$ cat src/rtl/plot_pkg.sv
// Shared constants and types for the rectangle-fill plot controller.
// Screen geometry, coordinate/colour widths, FSM encoding and clear colour.
package plot_pkg;
   localparam int SCREEN_W = 160;
   localparam int SCREEN_H = 120;
   localparam int X_W      = 8;
   localparam int Y_W      = 7;
   localparam int COL_W    = 3;

   localparam logic [COL_W-1:0] CLEAR_COLOUR = 3'b000;

   typedef enum logic [1:0] {
      IDLE = 2'd0,
      DRAW = 2'd1,
      DONE = 2'd2
   } state_t;
endpackage

$ cat src/rtl/plot_rect_ctrl_if.sv
// Command handshake plus pixel-plot port of the rectangle-fill controller.
// master = user/game logic side, slave = the controller.
interface plot_rect_ctrl_if;
   import plot_pkg::*;

   logic             req_valid;
   logic             req_ready;
   logic             req_clear;
   logic [X_W-1:0]   req_x;
   logic [Y_W-1:0]   req_y;
   logic [X_W-1:0]   req_w;
   logic [Y_W-1:0]   req_h;
   logic [COL_W-1:0] req_colour;

   logic [X_W-1:0]   plot_x;
   logic [Y_W-1:0]   plot_y;
   logic [COL_W-1:0] plot_colour;
   logic             plot;
   logic             busy;
   logic             done;

   modport master (
      output req_valid, req_clear, req_x, req_y, req_w, req_h, req_colour,
      input  req_ready, plot_x, plot_y, plot_colour, plot, busy, done
   );

   modport slave (
      input  req_valid, req_clear, req_x, req_y, req_w, req_h, req_colour,
      output req_ready, plot_x, plot_y, plot_colour, plot, busy, done
   );
endinterface

$ cat src/rtl/rect_scan_counter.sv
// Nested raster counter: cx runs 0..w-1, then wraps and bumps cy; size latched on load.
// Exposes the next-cycle count so the owner can register outputs without a bubble.
module rect_scan_counter
   import plot_pkg::*;
(
   input  logic           Clock,
   input  logic           Resetn,
   input  logic           i_load,
   input  logic           i_en,
   input  logic [X_W-1:0] i_w,
   input  logic [Y_W-1:0] i_h,
   output logic [X_W-1:0] o_cx_nxt,
   output logic [Y_W-1:0] o_cy_nxt,
   output logic           o_last
);
   logic [X_W-1:0] r_cx, r_w;
   logic [Y_W-1:0] r_cy, r_h;
   logic           w_col_end;

   assign w_col_end = (r_cx == r_w - 8'd1);
   assign o_last    = w_col_end && (r_cy == r_h - 7'd1);

   always_comb begin
      o_cx_nxt = r_cx;
      o_cy_nxt = r_cy;
      if (i_load) begin
         o_cx_nxt = '0;
         o_cy_nxt = '0;
      end else if (i_en) begin
         if (w_col_end) begin
            o_cx_nxt = '0;
            o_cy_nxt = r_cy + 7'd1;
         end else begin
            o_cx_nxt = r_cx + 8'd1;
         end
      end
   end

   always_ff @(posedge Clock) begin
      if (!Resetn) begin
         r_cx <= '0;
         r_cy <= '0;
         r_w  <= '0;
         r_h  <= '0;
      end else begin
         r_cx <= o_cx_nxt;
         r_cy <= o_cy_nxt;
         if (i_load) begin
            r_w <= i_w;
            r_h <= i_h;
         end
      end
   end
endmodule

$ cat src/rtl/plot_rect_ctrl.sv
// Rectangle-fill / screen-clear sequencer feeding the 160x120 VGA adapter plot port.
// One pixel per clock, registered outputs; optional clipping via PLOT_RECT_CLIP_EN.
module plot_rect_ctrl
   import plot_pkg::*;
(
   input  logic            Clock,
   input  logic            Resetn,
   plot_rect_ctrl_if.slave bus
);
   state_t           r_state, w_state_nxt;
   logic             w_accept, w_draw, w_last, w_empty, w_in_range, w_plot_d;
   logic [X_W-1:0]   w_x_eff, w_w_eff, r_x0, w_x0_nxt, w_cx_nxt, w_plot_x_d;
   logic [Y_W-1:0]   w_y_eff, w_h_eff, r_y0, w_y0_nxt, w_cy_nxt, w_plot_y_d;
   logic [COL_W-1:0] w_col_eff, r_colour, w_col_nxt;
   logic             r_plot, r_done, r_busy, r_ready;
   logic [X_W-1:0]   r_plot_x;
   logic [Y_W-1:0]   r_plot_y;
   logic [COL_W-1:0] r_plot_colour;

   assign w_accept  = (r_state == IDLE) && bus.req_valid;
   assign w_draw    = (r_state == DRAW);
   assign w_x_eff   = bus.req_clear ? '0 : bus.req_x;
   assign w_y_eff   = bus.req_clear ? '0 : bus.req_y;
   assign w_w_eff   = bus.req_clear ? X_W'(SCREEN_W) : bus.req_w;
   assign w_h_eff   = bus.req_clear ? Y_W'(SCREEN_H) : bus.req_h;
   assign w_col_eff = bus.req_clear ? CLEAR_COLOUR : bus.req_colour;
   assign w_empty   = (w_w_eff == '0) || (w_h_eff == '0);

   // Output registers look one cycle ahead, so use the values the latches will hold next.
   assign w_x0_nxt  = w_accept ? w_x_eff   : r_x0;
   assign w_y0_nxt  = w_accept ? w_y_eff   : r_y0;
   assign w_col_nxt = w_accept ? w_col_eff : r_colour;

   rect_scan_counter u_scan (
      .Clock    (Clock),
      .Resetn   (Resetn),
      .i_load   (w_accept),
      .i_en     (w_draw),
      .i_w      (w_w_eff),
      .i_h      (w_h_eff),
      .o_cx_nxt (w_cx_nxt),
      .o_cy_nxt (w_cy_nxt),
      .o_last   (w_last)
   );

   always_ff @(posedge Clock) begin
      if (!Resetn) r_state <= IDLE;
      else         r_state <= w_state_nxt;
   end

   always_comb begin
      w_state_nxt = r_state;
      case (r_state)
         IDLE:    if (bus.req_valid) w_state_nxt = w_empty ? DONE : DRAW;
         DRAW:    if (w_last) w_state_nxt = DONE;
         DONE:    w_state_nxt = IDLE;
         default: w_state_nxt = IDLE;
      endcase
   end

`ifdef PLOT_RECT_CLIP_EN
   logic [X_W:0] w_x_sum;
   logic [Y_W:0] w_y_sum;
   assign w_x_sum = {1'b0, w_x0_nxt} + {1'b0, w_cx_nxt};
   assign w_y_sum = {1'b0, w_y0_nxt} + {1'b0, w_cy_nxt};
`endif

   always_comb begin
`ifdef PLOT_RECT_CLIP_EN
      w_plot_x_d = w_x_sum[X_W-1:0];
      w_plot_y_d = w_y_sum[Y_W-1:0];
      w_in_range = (w_x_sum < 9'(SCREEN_W)) && (w_y_sum < 8'(SCREEN_H));
`else
      w_plot_x_d = w_x0_nxt + w_cx_nxt;
      w_plot_y_d = w_y0_nxt + w_cy_nxt;
      w_in_range = 1'b1;
`endif
      w_plot_d = (w_state_nxt == DRAW) && w_in_range;
   end

   always_ff @(posedge Clock) begin
      if (!Resetn) begin
         r_x0          <= '0;
         r_y0          <= '0;
         r_colour      <= '0;
         r_plot        <= 1'b0;
         r_done        <= 1'b0;
         r_busy        <= 1'b0;
         r_ready       <= 1'b1;
         r_plot_x      <= '0;
         r_plot_y      <= '0;
         r_plot_colour <= '0;
      end else begin
         r_x0     <= w_x0_nxt;
         r_y0     <= w_y0_nxt;
         r_colour <= w_col_nxt;
         r_plot   <= w_plot_d;
         r_done   <= (w_state_nxt == DONE);
         r_busy   <= (w_state_nxt != IDLE);
         r_ready  <= (w_state_nxt == IDLE);
         if (w_state_nxt == DRAW) begin
            r_plot_x      <= w_plot_x_d;
            r_plot_y      <= w_plot_y_d;
            r_plot_colour <= w_col_nxt;
         end
      end
   end

   assign bus.plot        = r_plot;
   assign bus.done        = r_done;
   assign bus.busy        = r_busy;
   assign bus.req_ready   = r_ready;
   assign bus.plot_x      = r_plot_x;
   assign bus.plot_y      = r_plot_y;
   assign bus.plot_colour = r_plot_colour;
endmodule

$ cat src/flat_wrapper.sv
// flat-port wrapper written by rule: the top's interface ports become plain ports
module plot_rect_ctrl_flat import plot_pkg::*;
  (Clock, Resetn, bus_req_valid, bus_req_clear, bus_req_x, bus_req_y, bus_req_w, bus_req_h, bus_req_colour, bus_req_ready, bus_plot_x, bus_plot_y, bus_plot_colour, bus_plot, bus_busy, bus_done);
  plot_rect_ctrl_if bus_i ();
  input  logic Clock;
  input  logic Resetn;
  input wire logic [$bits(bus_i.req_valid)-1:0] bus_req_valid;
  input wire logic [$bits(bus_i.req_clear)-1:0] bus_req_clear;
  input wire logic [$bits(bus_i.req_x)-1:0] bus_req_x;
  input wire logic [$bits(bus_i.req_y)-1:0] bus_req_y;
  input wire logic [$bits(bus_i.req_w)-1:0] bus_req_w;
  input wire logic [$bits(bus_i.req_h)-1:0] bus_req_h;
  input wire logic [$bits(bus_i.req_colour)-1:0] bus_req_colour;
  output wire logic [$bits(bus_i.req_ready)-1:0] bus_req_ready;
  output wire logic [$bits(bus_i.plot_x)-1:0] bus_plot_x;
  output wire logic [$bits(bus_i.plot_y)-1:0] bus_plot_y;
  output wire logic [$bits(bus_i.plot_colour)-1:0] bus_plot_colour;
  output wire logic [$bits(bus_i.plot)-1:0] bus_plot;
  output wire logic [$bits(bus_i.busy)-1:0] bus_busy;
  output wire logic [$bits(bus_i.done)-1:0] bus_done;
  assign bus_i.req_valid = bus_req_valid;
  assign bus_i.req_clear = bus_req_clear;
  assign bus_i.req_x = bus_req_x;
  assign bus_i.req_y = bus_req_y;
  assign bus_i.req_w = bus_req_w;
  assign bus_i.req_h = bus_req_h;
  assign bus_i.req_colour = bus_req_colour;
  assign bus_req_ready = bus_i.req_ready;
  assign bus_plot_x = bus_i.plot_x;
  assign bus_plot_y = bus_i.plot_y;
  assign bus_plot_colour = bus_i.plot_colour;
  assign bus_plot = bus_i.plot;
  assign bus_busy = bus_i.busy;
  assign bus_done = bus_i.done;
  plot_rect_ctrl u_core (.Clock(Clock), .Resetn(Resetn), .bus(bus_i));
endmodule
$ cat config.mk
export PLATFORM = sky130hd
export DESIGN_NAME = plot_rect_ctrl_flat
export DESIGN_NICKNAME = d
export VERILOG_FILES = /design/src/rtl/plot_pkg.sv /design/src/rtl/plot_rect_ctrl_if.sv /design/src/rtl/rect_scan_counter.sv /design/src/rtl/plot_rect_ctrl.sv /design/src/flat_wrapper.sv
export SDC_FILE = /design/constraint.sdc
export NUM_CORES = 1
export LEC_CHECK = 0
export CORE_MARGIN = 2
export CORE_UTILIZATION = 30
export DETAILED_ROUTE_END_ITERATION = 12
export RECOVER_POWER = 100
export SYNTH_ARGS = -nofsm -noshare
export SYNTH_HDL_FRONTEND = slang
export SYNTH_SLANG_ARGS = --single-unit
$ cat constraint.sdc
create_clock -name Clock -period 6.13 [get_ports Clock]
set_input_delay 0.613 -clock Clock [delete_from_list [all_inputs] [get_ports Clock]]
set_output_delay 0.613 -clock Clock [all_outputs]
set_load 0.05 [all_outputs]
Word level (Yosys, flattened, before mapping)
Cells that the tools add are included.
{ "word_totals": {"register_bits": 72, "inputBits": 37} }
{ "op_classes": {"add_sub_neg": 6, "muxes": 18, "eq_ne": 5, "reduce_logical": 8} }
{ "op_table": {"columns": ["op", "count"], "rows": [
  ["8-bit two-way mux", 6],
  ["7-bit two-way mux", 6],
  ["8-bit by 1-bit adder with 8-bit output (second input constant)", 1],
  ["8-bit adder", 1],
  ["8-bit equality test", 1],
  ["8-bit zero test", 1],
  ["8-bit by 1-bit subtractor with 8-bit output (second input constant)", 1],
  ["7-bit by 1-bit adder with 7-bit output (second input constant)", 1],
  ["7-bit adder", 1],
  ["7-bit equality test", 1],
  ["7-bit zero test", 1],
  ["7-bit by 1-bit subtractor with 7-bit output (second input constant)", 1],
  ["2-bit two-way mux", 3],
  ["3-bit two-way mux", 2],
  ["2-bit by 1-bit equality test with 1-bit output (second input constant)", 2],
  ["2-bit zero test", 2],
  ["2-bit one-hot mux with 2 select lines", 1],
  ["2-bit equality test (second input constant)", 1],
  ["1-bit logical AND", 2],
  ["2-bit nonzero test", 1],
  ["1-bit logical OR", 1]
]} }

Longest topological paths before layout
{ "depth": {"depth_word": 7, "depth_mapped": 21} }

By module
A second synthesis with hierarchy kept.
{ "unflattened": {"hier_cells": 471, "area_unflattened_um2": 4035.1} }
{ "by_module_without_submodules": {"columns": ["mod", "instances", "seq_area_each_um2", "cells_per_inst", "area_per_inst_um2"], "rows": [
  ["plot_rect_ctrl", 1, 840.8, 268, 2269.7],
  ["rect_scan_counter", 1, 600.6, 203, 1765.4]
]} }

Least setup slack after synthesis
Ideal clock, no wire load.
{ "synth_path": {"kind": "reg2reg", "from": "register u_core.u_scan.r_w[0]", "to": "register u_core.r_plot_y[6] (netlist: u_core.bus.plot_y[6])", "arrival_time_ns": 3.840, "path_slack_ns": 2.224, "setup_time_ns": 0.066, "stages_incl_launch_ff": 19, "period_less_slack_ns": 3.906, "cell_sequence": "dfxtp_1 -> or4_4 -> or4_1 -> and4_4 -> nand2_8 -> and3_1 -> buf_2 -> xnor2_1 -> nor2_1 -> ha_1 -> fa_1 -> a21o_1 -> a21oi_1 -> o21bai_1 -> a21oi_1 -> xnor2_1 -> xnor2_1 -> mux2i_1 -> nor2b_1"} }
{ "synth_via": {"elab_chain_len": 6, "elab_cells_between_ends": 10, "cone_classes": "add/sub: 2; eq/ne: 2; mux: 5; reduce/logical: 1"} }
{ "synth_rtl": {"columns": ["element", "line_no", "source"], "rows": [
  ["start, declared", "rect_scan_counter.sv:16", "logic [X_W-1:0] r_cx, r_w;"],
  ["start signal, assigned", "rect_scan_counter.sv:49", "r_w <= i_w;"],
  ["8-bit by 1-bit subtractor with 8-bit output", "rect_scan_counter.sv:20", "assign w_col_end = (r_cx == r_w - 8'd1);"],
  ["8-bit equality test", "rect_scan_counter.sv:20", null],
  ["7-bit two-way mux", "rect_scan_counter.sv:30", "if (w_col_end) begin"],
  ["7-bit two-way mux", "rect_scan_counter.sv:29", "end else if (i_en) begin"],
  ["7-bit two-way mux", "rect_scan_counter.sv:26", "if (i_load) begin"],
  ["named net u_core.u_scan.o_cy_nxt[0]", "rect_scan_counter.sv:13", "output logic [Y_W-1:0] o_cy_nxt,"],
  ["7-bit adder", "plot_rect_ctrl.sv:75", "w_plot_y_d = w_y0_nxt + w_cy_nxt;"],
  ["end signal, assigned", "plot_rect_ctrl.sv:103", "r_plot_y <= w_plot_y_d;"],
  ["end, declared", "plot_rect_ctrl.sv:17", "logic [Y_W-1:0] r_plot_y;"]
]} }
The timed path passes the listed nets, and every way through them passes these cells.
A chain may end at the register's enable or synchronous reset.

Worst setup path in the final report
{ "layout_path": {"from": "input port bus_req_valid", "to": "register u_core.r_plot_x[6] (netlist: u_core.bus.plot_x[6])"} }
{ "layout_via": {"elab_chain_len": 3, "elab_cells_between_ends": 7, "cone_classes": "add/sub: 1; eq/ne: 1; mux: 4; reduce/logical: 1"} }
{ "layout_rtl": {"columns": ["element", "line_no", "source"], "rows": [
  ["start, declared", "flat_wrapper.sv:7", "input wire logic [$bits(bus_i.req_valid)-1:0] bus_req_valid;"],
  ["1-bit logical AND", "plot_rect_ctrl.sv:20", "assign w_accept = (r_state == IDLE) && bus.req_valid;"],
  ["8-bit two-way mux", "plot_rect_ctrl.sv:30", "assign w_x0_nxt = w_accept ? w_x_eff : r_x0;"],
  ["named net u_core.w_x0_nxt[0]", "plot_rect_ctrl.sv:12", "logic [X_W-1:0] w_x_eff, w_w_eff, r_x0, w_x0_nxt, w_cx_nxt, w_plot_x_d;"],
  ["8-bit adder", "plot_rect_ctrl.sv:74", "w_plot_x_d = w_x0_nxt + w_cx_nxt;"],
  ["end signal, assigned", "plot_rect_ctrl.sv:102", "r_plot_x <= w_plot_x_d;"],
  ["end, declared", "plot_rect_ctrl.sv:16", "logic [X_W-1:0] r_plot_x;"]
]} }
The timed path passes the listed nets, and every way through them passes these cells.

==> results.json <==
{
  "fp-row-count": 42,
  "multiInputGateArea_um2": 2470,
  "yosysMostFrequentCell": "dfxtp_1",
  "path_class": "in2reg",
  "cts_buffers": 9,
  "post-route-min-period_ns": 4.56,
  "synthAdderAreaFrac": 0.0619,
  "yosysSeqAreaShare": 0.353,
  "ys_warn_count": 0,
  "wl_met2_mm": 4.16,
  "async_flop_share": 0,
  "cp-end-kind": "flop",
  "grt_use_total": 0.142,
  "die_x_um": 121,
  "slowest_delay_ns": 1.05,
  "crit_fanout": 29,
  "critPathBufInv": 4,
  "dr.max_layer_used": "met4",
  "setup_slack_ns": 1.57,
  "skew_ns": 0.00798,
  "io-pin-count": 59,
  "synth.area.mux_share": 0.0322,
  "grt_pass1_wl_mm": 16.7,
  "cts_max_level": 3,
  "synth_top_family_by_area": "simple AND/OR/NAND/NOR gates",
  "synthesis.area_um2": 4080,
  "synth_area_leaders": "dfxtp_1, ha_1, nand2_1",
  "seqCellArea_um2": 1440,
  "portBuffers": 58,
  "antenna_cells": 0,
  "synth-compound-area-share": 0.121,
  "netlist_instances": 472,
  "hold_class": "reg2reg",
  "ys_ff_latch": 72,
  "path_cells": "dlygate4sd3_1, and2_0, clkbuf_1, nand3b_1, nand2_1, ha_1, inv_1, fa_1, inv_1, a21oi_1, o21bai_1, a21o_1, a21oi_1, xnor2_1, mux2i_1, nor2b_1",
  "maxSlewHeadroom": 0.0255,
  "drc_errors": 0,
  "clk_latency_ns": 0.34,
  "design.core.area_um2": 13200,
  "nNetsFinal": 576,
  "cpMaxStageDelayCell": "clkbuf_1",
  "start_kind": "input port",
  "vdd_drop_max_mv": 0.133,
  "dieArea_um2": 14500,
  "yosys.area_share.simple": 0.315,
  "powerDensity_nw_per_um2": 235,
  "fp.dieH_um": 121,
  "synth_edf_count": 0,
  "clkSinkCount": 72,
  "setup_viol": 0,
  "layout-drive-gt1-share": 0.0381,
  "fmax_mhz": 220,
  "wl_met3_um": 483,
  "n_fill_cell": 1391,
  "maxCapViolCount": 0,
  "grt_antenna_before_repair": 0,
  "gp_congestion": 0.855,
  "tightestPinTransition_ns": 1.46,
  "via_per_inst": 4.88,
  "place_ws_ns": 1.80,
  "avgSynthCellArea_um2": 8.64,
  "synth_top_area_frac": 0.353,
  "wl_per_cell_um": 14.1,
  "area_delta_synth_final_pct": 23.5,
  "ant_nets": 0,
  "slew_violations": 0,
  "totalPowerFinal_mw": 1.18,
  "p_leak_nw": 2.09,
  "cts_root_buf": "clkbuf_16",
  "path_clk_slew_ns": 0.06,
  "rsz0062_at_grt": "false",
  "synthXorXnorAreaFrac": 0.0773,
  "drt_wl_total_mm": 9.90,
  "worstPathArrival_ns": 4.83,
  "reg2reg_slack_ns": 1.74,
  "grt_pass1_vias": 3478,
  "hold_viol": 0,
  "synth_nets": 528,
  "ctsHoldBuffers": 0,
  "globalRouteOverflowTotal": 0,
  "hpwlAfterDp_mm": 7.14,
  "drtIter0Drc": 131,
  "ys_types": 58,
  "ys.flop_type": "dfxtp_1",
  "clock_path_buffers": 2,
  "period_share": 0.743,
  "tns_ns": 0,
  "dr.pass1.iters": 5,
  "critPathRequiredTime_ns": 6.41,
  "grt_max_degree": 71,
  "post_cts_buffers": 0,
  "cts_tree": "built",
  "start_util": 0.308,
  "synthTopCellsByCount": "dfxtp_1, nand2_1, and2_1",
  "synth_top_cell_by_area": "dfxtp_1",
  "critPathTopFamily": "buffers and inverters",
  "status": "complete, no violations",
  "cts_resized": 0,
  "num_vias": 3424,
  "met1Wirelength_mm": 5.08
}
-- final cells by class --
cell class / count / area share
Tap cell: 176 / 0.0437
Multi-Input combinational cell: 363 / 0.490
Clock buffer: 11 / 0.0462
Clock inverter: 5 / 0.00670
Timing Repair Buffer: 63 / 0.120
Sequential cell: 72 / 0.286
Inverter: 11 / 0.00819
-- worst reg2reg max path, delay by kind of cell, from the launching register on --
kind / cells / cell delay, ns
and+or+nand+nor: 5 / 1.15
AOI/OAI and AO/OA: 5 / 1.01
adders and majority gates: 3 / 0.94
xor gates and xnor gates: 4 / 0.61
DFF: 1 / 0.43
buffers and inverters: 1 / 0.09
muxes: 1 / 0.09
-- cells in the final DEF, fill, tap and decap left out, types with 10 or more instances in the layout --
| master | instances |
|---|---|
| nand2_1 | 56 |
| clkdlybuf4s50_1 | 34 |
| nor3b_1 | 17 |
| nor2b_1 | 21 |
| ha_1 | 17 |
| xor2_1 | 14 |
| nor3_1 | 13 |
| a21oi_1 | 21 |
| dfxtp_1 | 72 |
| dlygate4sd3_1 | 24 |
| and2_1 | 17 |
| mux2i_1 | 12 |
| nor2_1 | 24 |
| xnor2_1 | 22 |
| nand3b_1 | 21 |
| inv_1 | 11 |
| and2_0 | 10 |
| a21boi_0 | 10 |
-- flip-flops by register name, summed over array words and instances, names as in the netlist --
register / flops
u_core.r_x0: 8
u_core.bus.busy: 1
u_core.bus.done: 1
u_core.r_colour: 3
u_core.u_scan.r_h: 7
u_core.r_y0: 7
u_core.bus.plot: 1
u_core.u_scan.r_cx: 8
u_core.bus.req_ready: 1
u_core.r_state: 2
u_core.bus.plot_x: 8
u_core.u_scan.r_w: 8
u_core.bus.plot_y: 7
u_core.u_scan.r_cy: 7
u_core.bus.plot_colour: 3
-- final timing paths --
check	startpoint	endpoint	cells past startpoint
setup / recovery	bus_req_valid	u_core.bus.plot_x[6]	16
hold / removal	u_core.bus.plot_x[5]	u_core.bus.plot_x[5]	2
setup reg to reg	u_core.u_scan.r_w[0]	u_core.bus.plot_y[6]	19
hold reg to reg	u_core.bus.plot_x[5]	u_core.bus.plot_x[5]	2
-- metal layers --
metal	global-route usage	up-vias
met5	0	-
met4	0.0567	0
met3	0.0363	17
met2	0.217	73
met1	0.192	1595
li1	-	1739
-- logic make-up after synthesis --
| logic type | Yosys count |
|---|---|
| AO/OA/AOI/OAI | 71 |
| AND/OR/NAND/NOR | 224 |
| adder cells (fa/ha/maj) | 19 |
| buffers and inverters | 37 |
| flip-flops | 72 |
| XOR/XNOR | 36 |
| multiplexers | 13 |
-- stage by stage --
stage           util  area (um2)  hold WS (ns)  instances
3_5_place_dp   0.362        4800         0.472        685
6_report       0.381        5040         0.469        701
2_1_floorplan      -        4080         0.465        472
5_1_grt        0.381        5040         0.493        701
3_3_place_gp   0.362        4800         0.464        685
4_1_cts        0.382        5060         0.480        701
-- report_power, final --
part           internal (mW)  switching (mW)  leakage [nW]
sequential             0.489          0.0154         0.587
combinational         0.0864           0.120          1.37
clock                  0.273           0.200         0.126
(Power assumes the default switching activity.)
